===== config.mk =====
export PLATFORM = sky130hd
export DESIGN_NAME = cpu_regfile_flat
export DESIGN_NICKNAME = d
export VERILOG_FILES = /design/src/rtl/cpu_regfile_pkg.sv /design/src/rtl/cpu_regfile_if.sv /design/src/rtl/cpu_regfile_pair.sv /design/src/rtl/cpu_regfile.sv /design/src/flat_wrapper.sv
export SDC_FILE = /design/constraint.sdc
export NUM_CORES = 1
export LEC_CHECK = 0
export BUFFER_PORTS_ARGS = -buffer_cell sky130_fd_sc_hd__buf_2
export CAP_MARGIN = 20
export CORE_UTILIZATION = 25
export DETAILED_ROUTE_END_ITERATION = 10
export HOLD_SLACK_MARGIN = 0.12
export PLACE_DENSITY = 0.43
export SYNTH_ARGS = -nofsm -noshare
export SYNTH_HDL_FRONTEND = slang
export SYNTH_SLANG_ARGS = --single-unit
export TNS_END_PERCENT = 30

===== constraint.sdc =====
create_clock -name clk -period 2.38 [get_ports clk]
set_input_delay 0 -clock clk [delete_from_list [all_inputs] [get_ports clk]]
set_output_delay 0 -clock clk [all_outputs]
set_load 0.05 [all_outputs]

===== src/rtl/cpu_regfile_pkg.sv =====
// rtl/cpu_regfile_pkg.sv - register/pair index constants shared by the register file
package cpu_regfile_pkg;

    localparam int REG_B = 0;
    localparam int REG_C = 1;
    localparam int REG_D = 2;
    localparam int REG_E = 3;
    localparam int REG_H = 4;
    localparam int REG_L = 5;
    localparam int REG_F = 6;
    localparam int REG_A = 7;

    localparam int PAIR_BC = 0;
    localparam int PAIR_DE = 1;
    localparam int PAIR_HL = 2;
    localparam int PAIR_AF = 3;

    localparam logic INCDEC_INC = 1'b0;
    localparam logic INCDEC_DEC = 1'b1;

    function automatic int pair_of(input int reg_idx);
        return reg_idx / 2;
    endfunction

endpackage


===== src/rtl/cpu_regfile_if.sv =====
// rtl/cpu_regfile_if.sv - read/write port bundle between control unit and register file
interface cpu_regfile_if #(
    parameter int WIDTH = 8,
    parameter int NREGS = 8
);
    localparam int AW = $clog2(NREGS);
    localparam int PW = (AW > 1) ? AW - 1 : 1;

    logic [AW-1:0]        rd_a_sel;
    logic [WIDTH-1:0]     rd_a;
    logic [AW-1:0]        rd_b_sel;
    logic [WIDTH-1:0]     rd_b;
    logic [PW-1:0]        rdp_sel;
    logic [2*WIDTH-1:0]   rdp;
    logic                 wr_en;
    logic [AW-1:0]        wr_sel;
    logic [WIDTH-1:0]     wr_data;
    logic                 wrp_en;
    logic [PW-1:0]        wrp_sel;
    logic [2*WIDTH-1:0]   wrp_data;
    logic                 inc_en;
    logic [PW-1:0]        inc_sel;
    logic                 inc_dec;
    logic                 inc_drop;

    modport master (
        output rd_a_sel, rd_b_sel, rdp_sel,
        output wr_en, wr_sel, wr_data,
        output wrp_en, wrp_sel, wrp_data,
        output inc_en, inc_sel, inc_dec,
        input  rd_a, rd_b, rdp, inc_drop
    );

    modport slave (
        input  rd_a_sel, rd_b_sel, rdp_sel,
        input  wr_en, wr_sel, wr_data,
        input  wrp_en, wrp_sel, wrp_data,
        input  inc_en, inc_sel, inc_dec,
        output rd_a, rd_b, rdp, inc_drop
    );

endinterface


===== src/rtl/cpu_regfile_pair.sv =====
// rtl/cpu_regfile_pair.sv - one register pair: write priority, masking and inc/dec
module cpu_regfile_pair
    import cpu_regfile_pkg::*;
#(
    parameter int               WIDTH   = 8,
    parameter logic [WIDTH-1:0] HI_MASK = '1,
    parameter logic [WIDTH-1:0] LO_MASK = '1
) (
    input  logic               clk,
    input  logic               rst,
    input  logic               wrp_en,
    input  logic [2*WIDTH-1:0] wrp_data,
    input  logic               wr_hi_en,
    input  logic               wr_lo_en,
    input  logic [WIDTH-1:0]   wr_data,
    input  logic               inc_en,
    input  logic               inc_dec,
    output logic [2*WIDTH-1:0] q,
    output logic [2*WIDTH-1:0] nxt,
    output logic               conflict
);
    localparam logic [2*WIDTH-1:0] ONE = 1;

    logic [WIDTH-1:0]   hi_q, lo_q, hi_d, lo_d, hi_new, lo_new;
    logic [2*WIDTH-1:0] cur, step;

    always_comb begin
        cur      = {hi_q, lo_q};
        step     = (inc_dec == INCDEC_DEC) ? cur - ONE : cur + ONE;
        conflict = inc_en & (wrp_en | wr_hi_en | wr_lo_en);
        hi_new   = hi_q;
        lo_new   = lo_q;
        if (wrp_en) begin
            {hi_new, lo_new} = wrp_data;
        end else if (inc_en && !conflict) begin
            {hi_new, lo_new} = step;
        end else begin
            // a conflicting inc/dec is dropped whole; only the byte writes land
            if (wr_hi_en) hi_new = wr_data;
            if (wr_lo_en) lo_new = wr_data;
        end
        hi_d = hi_new & HI_MASK;
        lo_d = lo_new & LO_MASK;
    end

    always_ff @(posedge clk or posedge rst) begin
        if (rst) begin
            hi_q <= '0;
            lo_q <= '0;
        end else begin
            hi_q <= hi_d;
            lo_q <= lo_d;
        end
    end

    assign q   = {hi_q, lo_q};
    assign nxt = {hi_d, lo_d};

endmodule


===== src/rtl/cpu_regfile.sv =====
// rtl/cpu_regfile.sv - byte/pair register file with inc/dec and optional write-through reads
module cpu_regfile
    import cpu_regfile_pkg::*;
#(
    parameter int               WIDTH     = 8,
    parameter int               NREGS     = 8,
    parameter int               FLAG_IDX  = 6,
    parameter logic [WIDTH-1:0] FLAG_MASK = 8'hF0,
    parameter bit               BYPASS    = 1'b0
) (
    input  logic         clk,
    input  logic         rst,
    cpu_regfile_if.slave bus
);
    localparam int AW = $clog2(NREGS);
    localparam int PW = (AW > 1) ? AW - 1 : 1;
    localparam int NP = NREGS / 2;

    logic [WIDTH-1:0] cur_r  [NREGS];
    logic [WIDTH-1:0] nxt_r  [NREGS];
    logic [WIDTH-1:0] view_r [NREGS];
    logic [NP-1:0]    conflict;
    logic             inc_drop_q, inc_drop_d;
    logic [AW-1:0]    rdp_hi_idx, rdp_lo_idx;

    for (genvar p = 0; p < NP; p++) begin : g_pair
        localparam logic [WIDTH-1:0] HM = (2*p   == FLAG_IDX) ? FLAG_MASK : '1;
        localparam logic [WIDTH-1:0] LM = (2*p+1 == FLAG_IDX) ? FLAG_MASK : '1;

        logic [2*WIDTH-1:0] q, nx;

        cpu_regfile_pair #(
            .WIDTH   (WIDTH),
            .HI_MASK (HM),
            .LO_MASK (LM)
        ) u_pair (
            .clk      (clk),
            .rst      (rst),
            .wrp_en   (bus.wrp_en && (bus.wrp_sel == PW'(p))),
            .wrp_data (bus.wrp_data),
            .wr_hi_en (bus.wr_en && (bus.wr_sel == AW'(2*p))),
            .wr_lo_en (bus.wr_en && (bus.wr_sel == AW'(2*p+1))),
            .wr_data  (bus.wr_data),
            .inc_en   (bus.inc_en && (bus.inc_sel == PW'(p))),
            .inc_dec  (bus.inc_dec),
            .q        (q),
            .nxt      (nx),
            .conflict (conflict[p])
        );

        assign cur_r[2*p]   = q[2*WIDTH-1:WIDTH];
        assign cur_r[2*p+1] = q[WIDTH-1:0];
        assign nxt_r[2*p]   = nx[2*WIDTH-1:WIDTH];
        assign nxt_r[2*p+1] = nx[WIDTH-1:0];
    end

    // during reset nothing will be stored, so the write-through view is held at zero too
    for (genvar i = 0; i < NREGS; i++) begin : g_view
        assign view_r[i] = (BYPASS && !rst) ? nxt_r[i] : cur_r[i];
    end

    assign rdp_hi_idx = AW'({bus.rdp_sel, 1'b0});
    assign rdp_lo_idx = AW'({bus.rdp_sel, 1'b1});

    assign bus.rd_a     = view_r[bus.rd_a_sel];
    assign bus.rd_b     = view_r[bus.rd_b_sel];
    assign bus.rdp      = {view_r[rdp_hi_idx], view_r[rdp_lo_idx]};
    assign bus.inc_drop = inc_drop_q;

    always_comb begin
        inc_drop_d = |conflict;
    end

    always_ff @(posedge clk or posedge rst) begin
        if (rst) inc_drop_q <= 1'b0;
        else     inc_drop_q <= inc_drop_d;
    end

endmodule


===== src/flat_wrapper.sv =====
// flat-port wrapper written by rule: the top's interface ports become plain ports
module cpu_regfile_flat import cpu_regfile_pkg::*;
#(
    parameter int               WIDTH     = 8,
    parameter int               NREGS     = 8,
    parameter int               FLAG_IDX  = 6,
    parameter logic [WIDTH-1:0] FLAG_MASK = 8'hF0,
    parameter bit               BYPASS    = 1'b0
)
  (clk, rst, bus_rd_a_sel, bus_rd_b_sel, bus_rdp_sel, bus_wr_en, bus_wr_sel, bus_wr_data, bus_wrp_en, bus_wrp_sel, bus_wrp_data, bus_inc_en, bus_inc_sel, bus_inc_dec, bus_rd_a, bus_rd_b, bus_rdp, bus_inc_drop);
  cpu_regfile_if #(.WIDTH(WIDTH), .NREGS(NREGS)) bus_i ();
  input  logic clk;
  input  logic rst;
  input wire logic [$bits(bus_i.rd_a_sel)-1:0] bus_rd_a_sel;
  input wire logic [$bits(bus_i.rd_b_sel)-1:0] bus_rd_b_sel;
  input wire logic [$bits(bus_i.rdp_sel)-1:0] bus_rdp_sel;
  input wire logic [$bits(bus_i.wr_en)-1:0] bus_wr_en;
  input wire logic [$bits(bus_i.wr_sel)-1:0] bus_wr_sel;
  input wire logic [$bits(bus_i.wr_data)-1:0] bus_wr_data;
  input wire logic [$bits(bus_i.wrp_en)-1:0] bus_wrp_en;
  input wire logic [$bits(bus_i.wrp_sel)-1:0] bus_wrp_sel;
  input wire logic [$bits(bus_i.wrp_data)-1:0] bus_wrp_data;
  input wire logic [$bits(bus_i.inc_en)-1:0] bus_inc_en;
  input wire logic [$bits(bus_i.inc_sel)-1:0] bus_inc_sel;
  input wire logic [$bits(bus_i.inc_dec)-1:0] bus_inc_dec;
  output wire logic [$bits(bus_i.rd_a)-1:0] bus_rd_a;
  output wire logic [$bits(bus_i.rd_b)-1:0] bus_rd_b;
  output wire logic [$bits(bus_i.rdp)-1:0] bus_rdp;
  output wire logic [$bits(bus_i.inc_drop)-1:0] bus_inc_drop;
  assign bus_i.rd_a_sel = bus_rd_a_sel;
  assign bus_i.rd_b_sel = bus_rd_b_sel;
  assign bus_i.rdp_sel = bus_rdp_sel;
  assign bus_i.wr_en = bus_wr_en;
  assign bus_i.wr_sel = bus_wr_sel;
  assign bus_i.wr_data = bus_wr_data;
  assign bus_i.wrp_en = bus_wrp_en;
  assign bus_i.wrp_sel = bus_wrp_sel;
  assign bus_i.wrp_data = bus_wrp_data;
  assign bus_i.inc_en = bus_inc_en;
  assign bus_i.inc_sel = bus_inc_sel;
  assign bus_i.inc_dec = bus_inc_dec;
  assign bus_rd_a = bus_i.rd_a;
  assign bus_rd_b = bus_i.rd_b;
  assign bus_rdp = bus_i.rdp;
  assign bus_inc_drop = bus_i.inc_drop;
  cpu_regfile #(.WIDTH(WIDTH), .NREGS(NREGS), .FLAG_IDX(FLAG_IDX), .FLAG_MASK(FLAG_MASK), .BYPASS(BYPASS)) u_core (.clk(clk), .rst(rst), .bus(bus_i));
endmodule

==> impl_metrics.tcl <==
set metrics [dict create \
    nets 1121 \
    critPathLaunch "u_core.g_pair[2].u_pair.lo_q[2]" \
    gp_congestion 0.8567 \
    antenna_cells 0 \
    clock.fmax_mhz 431.4 \
    cts_buffer_depth 2 \
    areaGrowthSynthToFinish_pct 26.30 \
    start_util_pct 25.37 \
    synthArstFlopShare_pct 100.0 \
    rsz0062_at_grt "yes" \
    wl_met1_mm 14.11 \
    critPathKind "register to register" \
    vdd_ir_drop_max_uv 277.4 \
    ios 78 \
    track_usage_pct 21.20 \
    grt_pass1_vias 7439 \
    synthesis.nets 974 \
    max_slew_margin_pct 60.68 \
    yosys.cell_types.count 78 \
    p_leak_nw 3.901 \
    hold_class "primary input to register" \
    tightest_slew_ns 0.5898 \
    root_buffer "clkbuf_16" \
    port_buffers 77 \
    antenna_found_initial 1 \
    antenna_left 0 \
    wl_met2_mm 15.07 \
    netlist_area_um2 7283 \
    drt-wirelength-per-cell_um 22.33 \
    rows 62 \
    synth_common_cells "113 x nand2_1, 87 x o21ai_0, 71 x a21oi_1" \
    start_kind "register" \
    die-area_um2 29820 \
    drv_cap 0 \
    setup_viol 0 \
    overflow 0 \
    vias_per_cell 5.422 \
    required_ns 2.62 \
    path_cells "ha_1 -> a21o_1 -> a211o_1 -> a211o_1 -> o21a_1 -> xnor2_1 -> o211ai_1 -> a31o_2" \
    setup_slack_ns 0.06211 \
    slowest_delay_ns 0.42 \
    crit_path_max_fanout 4 \
    synth_top_cells_by_area "dfrtp_1 21%, mux4_2 11%, ha_1 7.6%" \
    crit_slowest_cell "dfrtp_1" \
    finalHoldViolCount 0 \
    die_w_um 172.7 \
    grt_max_degree 27 \
    clk_pin_slew_ns 0.06 \
    min_period_ns 2.318 \
    synth_edf_count 0 \
    dp_hpwl_mm 24.55 \
    grt_first_pass_wirelength_mm 47.78 \
    drv_slew 0 \
    dr.max_layer_used "met5" \
    drive_gt1_share_pct 25.97 \
    status "completed" \
    reg2reg_from "u_core.g_pair[2].u_pair.lo_q[2]" \
    die_h_um 172.7 \
    drc 0 \
    clk_latency_ns 0.35 \
    worstHoldStart "bus_wr_data[5]" \
    clock_skew_ns 0.008475 \
    yosysWarningCount 0 \
    cts_tree "yes" \
    cts_buffers 9 \
    pre_cts_ws_ns -0.07164 \
    synthCells 882 \
    synth_top_area_share_pct 20.96 \
    seq_area_frac_synth_pct 20.96 \
    wl_met3_mm 1.838 \
    htreeDepth 3 \
    synth_area_per_cell_um2 8.258 \
    utilization_pct 32.05 \
    ys_seq_elements 61 \
    clock-sinks 61 \
    firstDrtPassIters 5 \
    cp_common_cell "a211o_1" \
    cp.arrival_ns 2.56 \
    ys.flop_type "dfrtp_1" \
    synth_most_common_cell "nand2_1" \
    drtIter0Drc 571 \
    core_area_um2 28700 \
    netlist.top_cell.by_area "dfrtp_1" \
    wirelength_mm 31.62 \
    worst_setup_path_end_kind "register" \
    powerDensity_nw_per_um2 824.0 \
    num_vias 7678 \
    finalCritPeriodShare_pct 97.39 \
]
[layout make-up]
class	count	area [um^2]
Fill cell	3110	19500
Multi-Input combinational cell	751	5547
Sequential cell	61	1526
Timing Repair Buffer	189	1281
Tap cell	384	480.5
Clock buffer	13	270.3
Inverter	17	63.81
Clock inverter	1	30.03
[power breakdown]
part           switching [mW]  internal (mW)
Sequential              0.404           1.28
Combinational            2.58           1.89
Clock                   0.536          0.887
[path summary, 6_finish.rpt]
check,to,slack [ns],cells past startpoint
setup / recovery,u_core.g_pair[2].u_pair.hi_q[0],0.06,8
hold / removal,u_core.g_pair[3].u_pair.lo_q[5],0.15,3
setup reg to reg,u_core.g_pair[2].u_pair.hi_q[0],0.06,8
hold reg to reg,u_core.g_pair[1].u_pair.lo_q[6],0.59,2
max in group asynchronous,u_core.g_pair[1].u_pair.lo_q[1],1.33,4
min in group asynchronous,u_core.g_pair[0].u_pair.hi_q[7],0.24,3
[kinds of logic (layout without fill, tap and decap cells)]
| group | count (synthesis) | count (layout) | share of synthesized area, % |
|---|---|---|---|
| buffers and inverters | 70 | 220 | 4.071 |
| xor gates and xnor gates | 39 | 39 | 4.690 |
| DFF | 61 | 61 | 20.96 |
| muxes | 62 | 62 | 14.86 |
| adders and majority gates | 47 | 47 | 8.383 |
| and+or+nand+nor | 306 | 306 | 20.80 |
| AOI/OAI and AO/OA | 297 | 297 | 26.23 |
[per-layer routing]
layer | global-route usage [%] | vias to the layer above
li1 | - | 3636
met1 | 28.76 | 3771
met2 | 35.35 | 238
met3 | 2.946 | 31
met4 | 5.310 | 2
met5 | 0 | -
[layout by cell type, fill, tap and decap left out, types with 21 or more instances in the layout]
cell,instances
nor2_1,66
ha_1,43
nor3_1,25
o21ai_0,82
buf_2,77
buf_4,90
mux4_2,36
a21oi_1,70
dfrtp_1,61
dlygate4sd3_1,22
nand2_1,113
xnor2_1,21
[metrics by stage]
step | hold WS (ns) | TNS (ns) | instance area (um^2) | instances | power, mW
floorplan | 0.1168 | 0 | 7283 | 882 | 4.482
global placement | 0.08516 | -0.2802 | 8579 | 1377 | 6.034
detailed placement | 0.08808 | -0.3024 | 8579 | 1377 | 6.019
CTS | 0.1355 | -0.008545 | 9109 | 1413 | 7.509
global route | 0.1638 | -0.1356 | 9199 | 1416 | 8.015
finish | 0.1513 | 0 | 9199 | 1416 | 7.580
[flip-flops by register name (all words and copies together), names as in the netlist]
name,cells
u_core.bus.inc_drop,1
u_core.g_pair.u_pair.lo_q,32
u_core.g_pair.u_pair.hi_q,28
[critical path, delay by kind of cell (launching register included)]
kind | cells | cell delay [ns]
AO/OA/AOI/OAI | 6 | 1.26
XOR/XNOR | 1 | 0.17
flip-flops | 1 | 0.42
adder cells (fa/ha/maj) | 1 | 0.35
[repair_timing]
action / CTS / global route
setup buffers: 0 / 3
gates cloned: 0 / 0
endpoints found under the hold margin: 61 / 0
pin swaps: 1 / 12
hold buffers: 22 / 0
resized for setup: 2 / 17
endpoints found under the setup margin: 4 / 20
(Power assumes the default switching activity.)
